## src/rtl/data_mem_ctrl_if.sv

```systemverilog
// Request/response bundle for data_mem_ctrl: request fields from the processor side,
// status and read-response fields from the memory side.
interface data_mem_ctrl_if #(
  parameter int DATA_W = 24,
  parameter int ADDR_W = 5,
  parameter int LANE_W = 8
);
  localparam int NLANES = DATA_W / LANE_W;

  logic              req;
  logic              we;
  logic [NLANES-1:0] be;
  logic [ADDR_W-1:0] addr;
  logic [DATA_W-1:0] data_in;
  logic              ready;
  logic              busy;
  logic              rd_valid;
  logic [DATA_W-1:0] data_out;
  logic              err;

  modport master (
    output req, we, be, addr, data_in,
    input  ready, busy, rd_valid, data_out, err
  );

  modport slave (
    input  req, we, be, addr, data_in,
    output ready, busy, rd_valid, data_out, err
  );
endinterface

```

## src/rtl/data_mem_ctrl.sv

```systemverilog
// Single-port data memory with lane write enables, out-of-range detection and a
// post-reset sweep that writes CLEAR_VAL to every entry before requests are accepted.
module data_mem_ctrl #(
  parameter int                DATA_W    = 24,
  parameter int                ADDR_W    = 5,
  parameter int                DEPTH     = 16,
  parameter int                LANE_W    = 8,
  parameter logic [DATA_W-1:0] CLEAR_VAL = '0
) (
  input  logic          clk,
  input  logic          rst,
  data_mem_ctrl_if.slave bus
);

  localparam int NLANES = DATA_W / LANE_W;
  localparam int IDX_W  = (DEPTH > 1) ? $clog2(DEPTH) : 1;
  localparam logic [IDX_W-1:0]  LAST_IDX = IDX_W'(DEPTH - 1);
  localparam logic [ADDR_W:0]   DEPTH_A  = (ADDR_W + 1)'(DEPTH);

  typedef enum logic {
    CLEAR,
    IDLE
  } state_t;

  state_t            state;
  state_t            state_nxt;
  logic [IDX_W-1:0]  clear_ptr;
  logic [DATA_W-1:0] mem [DEPTH];

  logic              accept_p0;
  logic              in_range_p0;
  logic              wr_en_p0;
  logic              rd_en_p0;
  logic [IDX_W-1:0]  idx_p0;

  logic              rd_valid_p1;
  logic              err_p1;
  logic [DATA_W-1:0] data_out_p1;

  function automatic logic [DATA_W-1:0] lane_merge(
    input logic [DATA_W-1:0] old_word,
    input logic [DATA_W-1:0] new_word,
    input logic [NLANES-1:0] lane_en
  );
    logic [DATA_W-1:0] merged;
    merged = old_word;
    for (int i = 0; i < NLANES; i++) begin
      if (lane_en[i]) begin
        merged[i*LANE_W +: LANE_W] = new_word[i*LANE_W +: LANE_W];
      end
    end
    return merged;
  endfunction

  always_ff @(posedge clk) begin
    if (rst) begin
      state     <= CLEAR;
      clear_ptr <= '0;
    end else begin
      state <= state_nxt;
      if (state == CLEAR && clear_ptr != LAST_IDX) begin
        clear_ptr <= clear_ptr + 1'b1;
      end
    end
  end

  always_comb begin
    state_nxt = state;
    bus.ready = 1'b0;
    bus.busy  = 1'b1;
    case (state)
      CLEAR: begin
        if (clear_ptr == LAST_IDX) begin
          state_nxt = IDLE;
        end
      end
      IDLE: begin
        bus.ready = 1'b1;
        bus.busy  = 1'b0;
      end
      default: state_nxt = CLEAR;
    endcase
  end

  // p0: request decode; addresses at or beyond DEPTH never reach the array
  always_comb begin
    accept_p0   = bus.req && (state == IDLE);
    in_range_p0 = ({1'b0, bus.addr} < DEPTH_A);
    idx_p0      = bus.addr[IDX_W-1:0];
    wr_en_p0    = accept_p0 && bus.we && in_range_p0;
    rd_en_p0    = accept_p0 && !bus.we;
  end

  always_ff @(posedge clk) begin
    if (!rst) begin
      if (state == CLEAR) begin
        mem[clear_ptr] <= CLEAR_VAL;
      end else if (wr_en_p0) begin
        mem[idx_p0] <= lane_merge(mem[idx_p0], bus.data_in, bus.be);
      end
    end
  end

  // p1: registered response; data_out holds between reads
  always_ff @(posedge clk) begin
    if (rst) begin
      rd_valid_p1 <= 1'b0;
      err_p1      <= 1'b0;
      data_out_p1 <= '0;
    end else begin
      rd_valid_p1 <= rd_en_p0;
      err_p1      <= accept_p0 && !in_range_p0;
      if (rd_en_p0) begin
        data_out_p1 <= in_range_p0 ? mem[idx_p0] : '0;
      end
    end
  end

  assign bus.rd_valid = rd_valid_p1;
  assign bus.err      = err_p1;
  assign bus.data_out = data_out_p1;

endmodule
```

## src/flat_wrapper.sv

```systemverilog
// flat-port wrapper written by rule: the top's interface ports become plain ports
module data_mem_ctrl_flat 
#(
  parameter int                DATA_W    = 24,
  parameter int                ADDR_W    = 5,
  parameter int                DEPTH     = 16,
  parameter int                LANE_W    = 8,
  parameter logic [DATA_W-1:0] CLEAR_VAL = '0
)
  (clk, rst, bus_req, bus_we, bus_be, bus_addr, bus_data_in, bus_ready, bus_busy, bus_rd_valid, bus_data_out, bus_err);
  data_mem_ctrl_if #(.DATA_W(DATA_W), .ADDR_W(ADDR_W), .LANE_W(LANE_W)) bus_i ();
  input  logic clk;
  input  logic rst;
  input wire logic [$bits(bus_i.req)-1:0] bus_req;
  input wire logic [$bits(bus_i.we)-1:0] bus_we;
  input wire logic [$bits(bus_i.be)-1:0] bus_be;
  input wire logic [$bits(bus_i.addr)-1:0] bus_addr;
  input wire logic [$bits(bus_i.data_in)-1:0] bus_data_in;
  output wire logic [$bits(bus_i.ready)-1:0] bus_ready;
  output wire logic [$bits(bus_i.busy)-1:0] bus_busy;
  output wire logic [$bits(bus_i.rd_valid)-1:0] bus_rd_valid;
  output wire logic [$bits(bus_i.data_out)-1:0] bus_data_out;
  output wire logic [$bits(bus_i.err)-1:0] bus_err;
  assign bus_i.req = bus_req;
  assign bus_i.we = bus_we;
  assign bus_i.be = bus_be;
  assign bus_i.addr = bus_addr;
  assign bus_i.data_in = bus_data_in;
  assign bus_ready = bus_i.ready;
  assign bus_busy = bus_i.busy;
  assign bus_rd_valid = bus_i.rd_valid;
  assign bus_data_out = bus_i.data_out;
  assign bus_err = bus_i.err;
  data_mem_ctrl #(.DATA_W(DATA_W), .ADDR_W(ADDR_W), .DEPTH(DEPTH), .LANE_W(LANE_W), .CLEAR_VAL(CLEAR_VAL)) u_core (.clk(clk), .rst(rst), .bus(bus_i));
endmodule
```

## config.mk

```make
export PLATFORM = sky130hd
export DESIGN_NAME = data_mem_ctrl_flat
export DESIGN_NICKNAME = d
export VERILOG_FILES = /design/src/rtl/data_mem_ctrl_if.sv /design/src/rtl/data_mem_ctrl.sv /design/src/flat_wrapper.sv
export SDC_FILE = /design/constraint.sdc
export NUM_CORES = 1
export LEC_CHECK = 0
export ABC_AREA = 1
export ABC_CLOCK_PERIOD_IN_PS = 3950
export CAP_MARGIN = 25
export CORE_ASPECT_RATIO = 1.2
export CORE_MARGIN = 10
export CORE_UTILIZATION = 61
export DETAILED_ROUTE_END_ITERATION = 16
export GPL_ROUTABILITY_DRIVEN = 0
export PLACE_DENSITY = 0.76
export SYNTH_ARGS = -nofsm -noshare
export SYNTH_HDL_FRONTEND = slang
export SYNTH_SLANG_ARGS = --single-unit
```

## constraint.sdc

```tcl
create_clock -name clk -period 3.95 [get_ports clk]
set_clock_uncertainty 0.05 [all_clocks]
set_input_delay 0.5925 -clock clk [delete_from_list [all_inputs] [get_ports clk]]
set_output_delay 0.5925 -clock clk [all_outputs]
set_load 0.03 [all_outputs]
```

# Word-level counts from Yosys, hierarchy flattened
# Memory sizes are Yosys's and may differ from the RTL's.
# Index checks and enable logic that the tools add are counted.
[totals]
mem_bits_rw = 384
wordCells = 46
register_bits = 31
mem_count = 1
[classes]
muxes = 26
n_addsub = 1
bitwise = 1
eq_ne = 2
n_lt_le_gt_ge = 1
reduce_logical = 9
[memory_table]
columns = ["name", "words", "width", "rd", "rd_ports_with_merged_regs", "write_ports", "line_no", "rtl"]
rows = [
  ["u_core.mem", 16, 24, 1, 0, 1, "data_mem_ctrl.sv:28", "logic [DATA_W-1:0] mem [DEPTH];"],
]
[op_table]
columns = ["cell", "count"]
rows = [
  ["two-way mux 8 bit", 12],
  ["two-way mux 24 bit", 2],
  ["OR reduction 24 bit", 1],
  ["two-way mux 1 bit", 11],
  ["logical AND 1 bit", 6],
  ["less-than comparator 5 bit (second input constant)", 1],
  ["adder 4 x 1 -> 4 bit (second input constant)", 1],
  ["equality test 4 bit (second input constant)", 1],
  ["two-way mux 4 bit", 1],
  ["!= test 4 bit (second input constant)", 1],
  ["logical NOT 1 bit", 2],
  ["NOT 1 bit", 1],
]

# Longest topological paths before layout
# Gate-level depths: netlist (run 1).
[depth]
ltp_word = 9
depth_mapped = 11
depth_no_buf = 9

# Worst setup path after synthesis (run 1)
# OpenSTA, ideal clock, no wires.
[synth_timing]
path_kind = "input -> register"
from = "input rst"
to = "memory u_core.mem[4][0] (enable)"
arrival_ns = 2.489
cell_stages = 7
setup_slack_ns = 1.006
path_cell_list = "clkbuf_1 -> nor2_1 -> nand3_2 -> buf_2 -> o21ai_1 -> nand3_1 -> nor2_1"
[synth_between]
elab_chain_cells = 4
elab_cells_between_ends = 7
cone_classes = "6 x mux; 1 x reduce/logical"
[synth_lines]
columns = ["element", "line_no", "rtl"]
rows = [
  ["start: declaration", "flat_wrapper.sv:13", "input logic rst;"],
  ["two-way mux 1 bit", "data_mem_ctrl.sv:95", "if (!rst) begin"],
  ["two-way mux 1 bit (not written as such)", "data_mem_ctrl.sv:99", "mem[idx_p0] <= lane_merge(mem[idx_p0], bus.data_in, bus.be);"],
  ["OR reduction 24 bit (no source line)", "--", ""],
  ["two-way mux 4 bit (no source line) or two-way mux 1 bit (tied branches)", "--", ""],
  ["end: declaration", "data_mem_ctrl.sv:28", ""],
]
# Parallel ways exist; a longest one is shown, timed or not.

# Worst setup path in the final report (run 1)
[layout_timing]
from = "input bus_we"
to = "memory u_core.mem[2][0] (enable)"
[layout_between]
elab_chain_cells = 8
elab_cells_between_ends = 9
cone_classes = "6 x mux; 3 x reduce/logical"
[layout_lines]
columns = ["element", "line_no", "rtl"]
rows = [
  ["start: declaration", "flat_wrapper.sv:15", "input wire logic [$bits(bus_i.we)-1:0] bus_we;"],
  ["logical AND 1 bit * (2 in series)", "data_mem_ctrl.sv:90", "wr_en_p0 = accept_p0 && bus.we && in_range_p0;"],
  ["two-way mux 1 bit *", "data_mem_ctrl.sv:98", "end else if (wr_en_p0) begin"],
  ["two-way mux 1 bit *", "data_mem_ctrl.sv:96", "if (state == CLEAR) begin"],
  ["two-way mux 1 bit *", "data_mem_ctrl.sv:95", ""],
  ["two-way mux 1 bit (not written as such) *", "data_mem_ctrl.sv:99", ""],
  ["OR reduction 24 bit (no source line)", "--", ""],
  ["two-way mux 4 bit (no source line) or two-way mux 1 bit (tied branches)", "--", ""],
]
# Mark *: on every way between the ends. The rest lies on a longest branch, timed or not.

==> results of run 1 <==
## worst max path at each step
stage                            start                     endpoint  slack, ns  cells after the start
2_1_floorplan                      rst   u_core.mem[4][0]$_DFFE_PP_       1.01                      7
3_3_place_gp                    bus_we  u_core.mem[12][9]$_DFFE_PP_       0.83                      8
3_5_place_dp                    bus_we   u_core.mem[2][6]$_DFFE_PP_       0.81                      8
4_1_cts        u_core.state$_SDFF_PP0_  u_core.mem[12][4]$_DFFE_PP_       1.30                      7
5_1_grt                         bus_we   u_core.mem[2][6]$_DFFE_PP_       1.10                      8
6_report                        bus_we   u_core.mem[2][0]$_DFFE_PP_       1.26                      8
## worst min-delay path: cells and delay by family (launching register included)
kind             cells  cell delay (ns)
AO/OA/AOI/OAI        1             0.05
flip-flops           1             0.31
AND/OR/NAND/NOR      1             0.06
## layout make-up
cell class	instances	area share
sequential	415	0.594
multi-input combinational	969	0.204
inverter	352	0.0647
clock buffer	56	0.0538
timing repair buffer	112	0.0528
tap	385	0.0235
clock inverter	14	0.00716
## cell usage after synthesis, drive strengths merged
| master | count |
|---|---|
| nand2 | 568 |
| edfxtp | 384 |
| inv | 352 |
| nand3 | 294 |
| buf | 71 |
| a21oi | 50 |
| dfxtp | 31 |
| o21ai | 29 |
| nor2 | 23 |
| clkbuf | 21 |
| nor3 | 2 |
| a211oi | 1 |
| ha | 1 |
| nor3b | 1 |
## metal layers
layer / up-vias / wire length [um] / global-route usage
li1: 5983 / - / -
met1: 6104 / 16700 / 0.293
met2: 651 / 23500 / 0.426
met3: 138 / 3660 / 0.0348
met4: 0 / 2070 / 0.120
met5: - / 0 / 0
## registers in the layout (all words and copies together), names as in the netlist
signal,cells
u_core.bus.rd_valid,1
u_core.clear_ptr,4
u_core.mem,384
u_core.bus.err,1
u_core.bus.data_out,24
u_core.state,1
## kinds of logic after synthesis
logic type / Yosys count / synth area share
compound gates: 80 / 0.0223
buf+inv: 444 / 0.0978
simple gates: 888 / 0.206
fa+ha+maj: 1 / 0.000693
flops: 415 / 0.673
## stage by stage
step	worst slack, ns	cells	hold WS [ns]
after floorplan	1.01	1828	0.424
after global placement	0.829	2233	0.401
after detailed placement	0.812	2233	0.405
after CTS	1.30	2303	0.415
after global routing	1.10	2303	0.436
final	1.26	2303	0.416
## power by group through the flow
stage	combinational (mW)	clock (mW)	sequential [mW]
final	0.528	3.69	4.80
after global routing	0.573	3.88	4.80
after CTS	0.522	3.71	4.80
after detailed placement	0.516	0	4.89
after global placement	0.506	0	4.89
after floorplan	0.327	0	4.89
## placed cells by master, fill, tap and decap left out, types with 3 or more instances in the layout
master,synthesis,layout
a21oi_1,50,50
buf_12,0,7
buf_4,8,43
bufinv_16,0,3
clkbuf_1,21,11
clkbuf_16,0,39
clkbuf_8,0,6
clkdlybuf4s50_1,0,60
clkinv_1,0,5
clkinv_2,0,4
dfxtp_1,31,31
edfxtp_1,384,384
inv_1,349,348
inv_2,3,3
nand2_1,568,568
nand3_1,293,293
nor2_1,23,6
nor2_2,0,16
o21ai_1,27,27
==> flow_summary.toml, run 1 <==
[logic_synthesis]
synth_fp_nets = 1865
yosysTopAreaCell = "edfxtp_1"
synth_top_area_frac = 0.639
netlist_top_cells_area = "edfxtp_1 64%, nand2_1 12%, nand3_1 8.1%"
yosysWarnings = 0
synth_seq_cells = 415
syn_inst = 1828
ys_types = 19
syn_area_um2 = 18000
ys_seq_area_frac = 0.673
syn_area_per_cell_um2 = 9.87

[clocking]
clkTransAtPathRegs_ns = 0.06
clk_latency_ns = 0.52
hold_buffers = 0
cts_max_path_buffers = 3
cts.sinks = 415
cts_buffers = 39
cts-resized-gates = 0
cts_tree = "done"
root_buffer = "clkbuf_16"
post_cts_buffers = 0
h-tree-depth = 2

[grt]
grt_start_max_net_pins = 108
track_usage = 0.246
antenna_found_initial = 0
grt_pass1_vias = 12600
grt_pass1_wl_mm = 70.5
grt_overflow = 0

[power]
pwr_density_cell_nw_per_um2 = 441
combPwrFrac = 0.059
p_total_mw = 9.01
p_leak_nw = 8.86
p_seq_frac = 0.532
internal_power_mw = 7.08
p_sw_mw = 1.93
vdd_ir_drop_max_uv = 336
p_clk_frac = 0.409
swShare = 0.215

[die]
rows = 68
fp.dieW_um = 177
ios = 64
chipHeight_um = 208
initial_core_util = 0.622
coreArea_um2 = 29000
dieArea_um2 = 36900

[sta]
rsz0062_at_grt = "no"
clock.fmax_mhz = 371
fin_crit_sh = 0.682
setup-tns-final_ns = 0
slew_headroom = 0.465
period_needed_ns = 2.69
finalHoldViolCount = 0
drv_slew = 0
tightest_slew_ns = 0.801
finalSetupViolCount = 0

[placed_design]
dp_hpwl_mm = 28.1
port-buffer-count = 63
post_dp_cell_area_um2 = 19200

[routing]
wl_per_cell_um = 20.0
drt_first_pass_iters = 7
first_iter_violations = 1383
ant_nets = 0
vias_per_cell = 5.59
vias = 12900
drc = 0
routed_wl_mm = 46.0

[final_layout]
design_area_um2 = 20500
syn2layout_area_growth_pct = 13.4
fillCellCount = 2054
drive_above_1_share = 0.0667
multiInputGateArea_um2 = 4180
final_util = 0.705
antenna_cells = 0
final_nets = 1926
register_area_um2 = 12200

[critical_path]
cpMaxStageDelayCell = "clkdlybuf4s50_1"
slowest_delay_ns = 0.47
r2r-end = "u_core.mem[2][0]$_DFFE_PP_"
critPathBufInv = 3
path_cells = "clkdlybuf4s50_1, inv_1, nor2_1, nand3_2, o21ai_0, nand3_1, nor2_2, buf_4"
cp.required_ns = 4.12
critPathKind = "in2reg"
rr_worst_depth = 7
worst_setup_path_start_kind = "input port"
worst-endpoint-arrival_ns = 2.86
crit_family = "simple AND/OR/NAND/NOR gates"
r2r_slack_ns = 1.26
crit_fanout = 11
r2r-start = "u_core.state$_SDFF_PP0_"
critPathCaptureType = "register"

[min_path]
hold_path.class = "reg2reg"
hold_start = "u_core.bus.data_out[2]$_SDFFE_PP0P_"
min_to = "u_core.bus.data_out[2]$_SDFFE_PP0P_"
whs_path_depth = 2

[flow_run]
cap_violations = 0

[outcome]
status = "complete, no violations"
Note: power is estimated with default switching activity, not from simulation.
==> inputs of run 2 (changes only) <==
--- a/config.mk
+++ b/config.mk
@@ -6,7 +6,7 @@
 export NUM_CORES = 1
 export LEC_CHECK = 0
 export ABC_AREA = 1
-export ABC_CLOCK_PERIOD_IN_PS = 3950
+export ABC_CLOCK_PERIOD_IN_PS = 2630
 export CAP_MARGIN = 25
 export CORE_ASPECT_RATIO = 1.2
 export CORE_MARGIN = 10
==> constraint.sdc (replaced) <==
create_clock -name clk -period 2.63 [get_ports clk]
set_clock_uncertainty 0.05 [all_clocks]
set_input_delay 0.3945 -clock clk [delete_from_list [all_inputs] [get_ports clk]]
set_output_delay 0.3945 -clock clk [all_outputs]
set_load 0.03 [all_outputs]
==> run 2 against run 1 <==
  * Cell count up 2.3%
  * Combinational power grew 59%
  * Via count grew 3.1%
  * Total power grew 55%
  * Die area stayed put
  * Non-clock buffer count up 49
  * Sequential share of layout area down 2.6 points
  * Largest cell class unchanged
  * Largest power group unchanged
==> flow_summary.toml, run 2 (synthesized netlist as in run 1, its figures left out) <==
[sta]
slew_headroom = 0.494
finalHoldViolCount = 0
finalSetupViolCount = 0
period_needed_ns = 2.26
clock.fmax_mhz = 443
tightest_slew_ns = 0.757
fin_crit_sh = 0.859
setup-tns-final_ns = 0
drv_slew = 0
rsz0062_at_grt = "no"

[final_layout]
fillCellCount = 1942
multiInputGateArea_um2 = 4180
antenna_cells = 0
final_nets = 1977
largest_register = "u_core.mem"
layout_commonest_cell = "nand2_1"
final_cell_mix = "568 x nand2_1, 384 x edfxtp_1, 348 x inv_1"
register_area_um2 = 12200
largest_reg_flops = 384
stdcell_count = 2356
syn2layout_area_growth_pct = 18.5
drive_above_1_share = 0.0898

[die]
chipHeight_um = 208
fp.dieW_um = 177
coreArea_um2 = 29000
rows = 68
initial_core_util = 0.622
ios = 64
dieArea_um2 = 36900

[power]
p_leak_nw = 9.27
p_total_mw = 14.0
vdd_ir_drop_max_uv = 514
pwr_density_cell_nw_per_um2 = 653

[grt]
track_usage = 0.257
antenna_found_initial = 0
grt_pass1_wl_mm = 73.6
grt_start_max_net_pins = 63
grt_pass1_vias = 13300
grt_overflow = 0

[min_path]
whs_path_depth = 3
min_to = "u_core.bus.err$_SDFF_PP0_"
hold_start = "bus_req"
hold_path.class = "in2reg"

[outcome]
status = "complete, no violations"

[clocking]
post_cts_buffers = 0
clkTransAtPathRegs_ns = 0.06
cts_tree = "done"
cts.sinks = 415
clk_latency_ns = 0.54
cts_buffers = 41
hold_buffers = 0
cts-resized-gates = 0
root_buffer = "clkbuf_16"
cts_max_path_buffers = 3
h-tree-depth = 2

[critical_path]
worst_setup_path_start_kind = "register"
worst-endpoint-arrival_ns = 1.81
crit_fanout = 3
critPathCaptureType = "output pin"
r2r-start = "u_core.state$_SDFF_PP0_"
critPathKind = "reg2out"
r2r-end = "u_core.mem[11][19]$_DFFE_PP_"
r2r_slack_ns = 0.44
rr_worst_depth = 8
cp.required_ns = 2.19

[routing]
first_iter_violations = 1702
drc = 0
drt_first_pass_iters = 8
vias_per_cell = 5.63
ant_nets = 0
vias = 13300
routed_wl_mm = 48.2
wl_per_cell_um = 20.4

[flow_run]
cap_violations = 0

[placed_design]
port-buffer-count = 63
dp.cells = 2282
dp_hpwl_mm = 30.0
-- run 2: cell types whose count changed in the layout (fill, tap and decap cells not counted), sizes merged --
cell	change
buf	+49
clkbuf	-3
clkinv	+5
bufinv	+2
-- run 2: cell type report --
type,instances,share of cell area
clock buffer,53,0.0521
clock inverter,21,0.0109
inverter,352,0.0619
multi-input combinational,969,0.195
sequential,415,0.568
tap,385,0.0225
timing repair buffer,161,0.0888
-- run 2: how the worst max path moves through the flow --
stage                            startpoint                      endpoint  slack, ns  depth (start not counted)
finish              u_core.state$_SDFF_PP0_                      bus_busy       0.37                          3
floorplan           u_core.state$_SDFF_PP0_    u_core.mem[4][0]$_DFFE_PP_      -0.19                          7
detailed placement                   bus_we    u_core.mem[0][5]$_DFFE_PP_      -0.03                          8
CTS                 u_core.state$_SDFF_PP0_                      bus_busy       0.35                          3
global placement                     bus_we  u_core.mem[10][22]$_DFFE_PP_      -0.03                          9
global route        u_core.state$_SDFF_PP0_   u_core.mem[11][3]$_DFFE_PP_       0.30                          8
-- run 2: layer usage --
layer  share of wire  up-vias  global-route usage  routed length (um)
li1                -     6089                   -                   -
met1            0.36     6333               0.309               17300
met2            0.51      723               0.438               24500
met3           0.087      131              0.0375                4210
met4           0.045        0               0.130                2170
met5               0        -                   0                   0
-- run 2: worst max-delay path, stage by stage, from the launching register on --
cell and delay (ns):
dfxtp_1 0.33, buf_4 0.16, inv_1 0.10, clkdlybuf4s50_1 0.69
-- run 2: stage by stage --
step           hold WS, ns   util  setup WS, ns  cell area (um2)
2_1_floorplan        0.424      -        -0.187            18000
3_3_place_gp         0.402  0.690       -0.0340            20000
3_5_place_dp         0.408  0.690       -0.0318            20000
4_1_cts              0.392  0.737         0.348            21400
5_1_grt              0.432  0.737         0.297            21400
6_report             0.399  0.737         0.371            21400
-- run 2: report_power, final --
group | total, mW | switching, mW | internal, mW | leakage [nW]
sequential | 7.21 | 0.0269 | 7.18 | 4.36
clock | 5.91 | 2.43 | 3.48 | 0.655
combinational | 0.841 | 0.564 | 0.277 | 4.25
total | 14.0 | 3.02 | 10.9 | 9.27
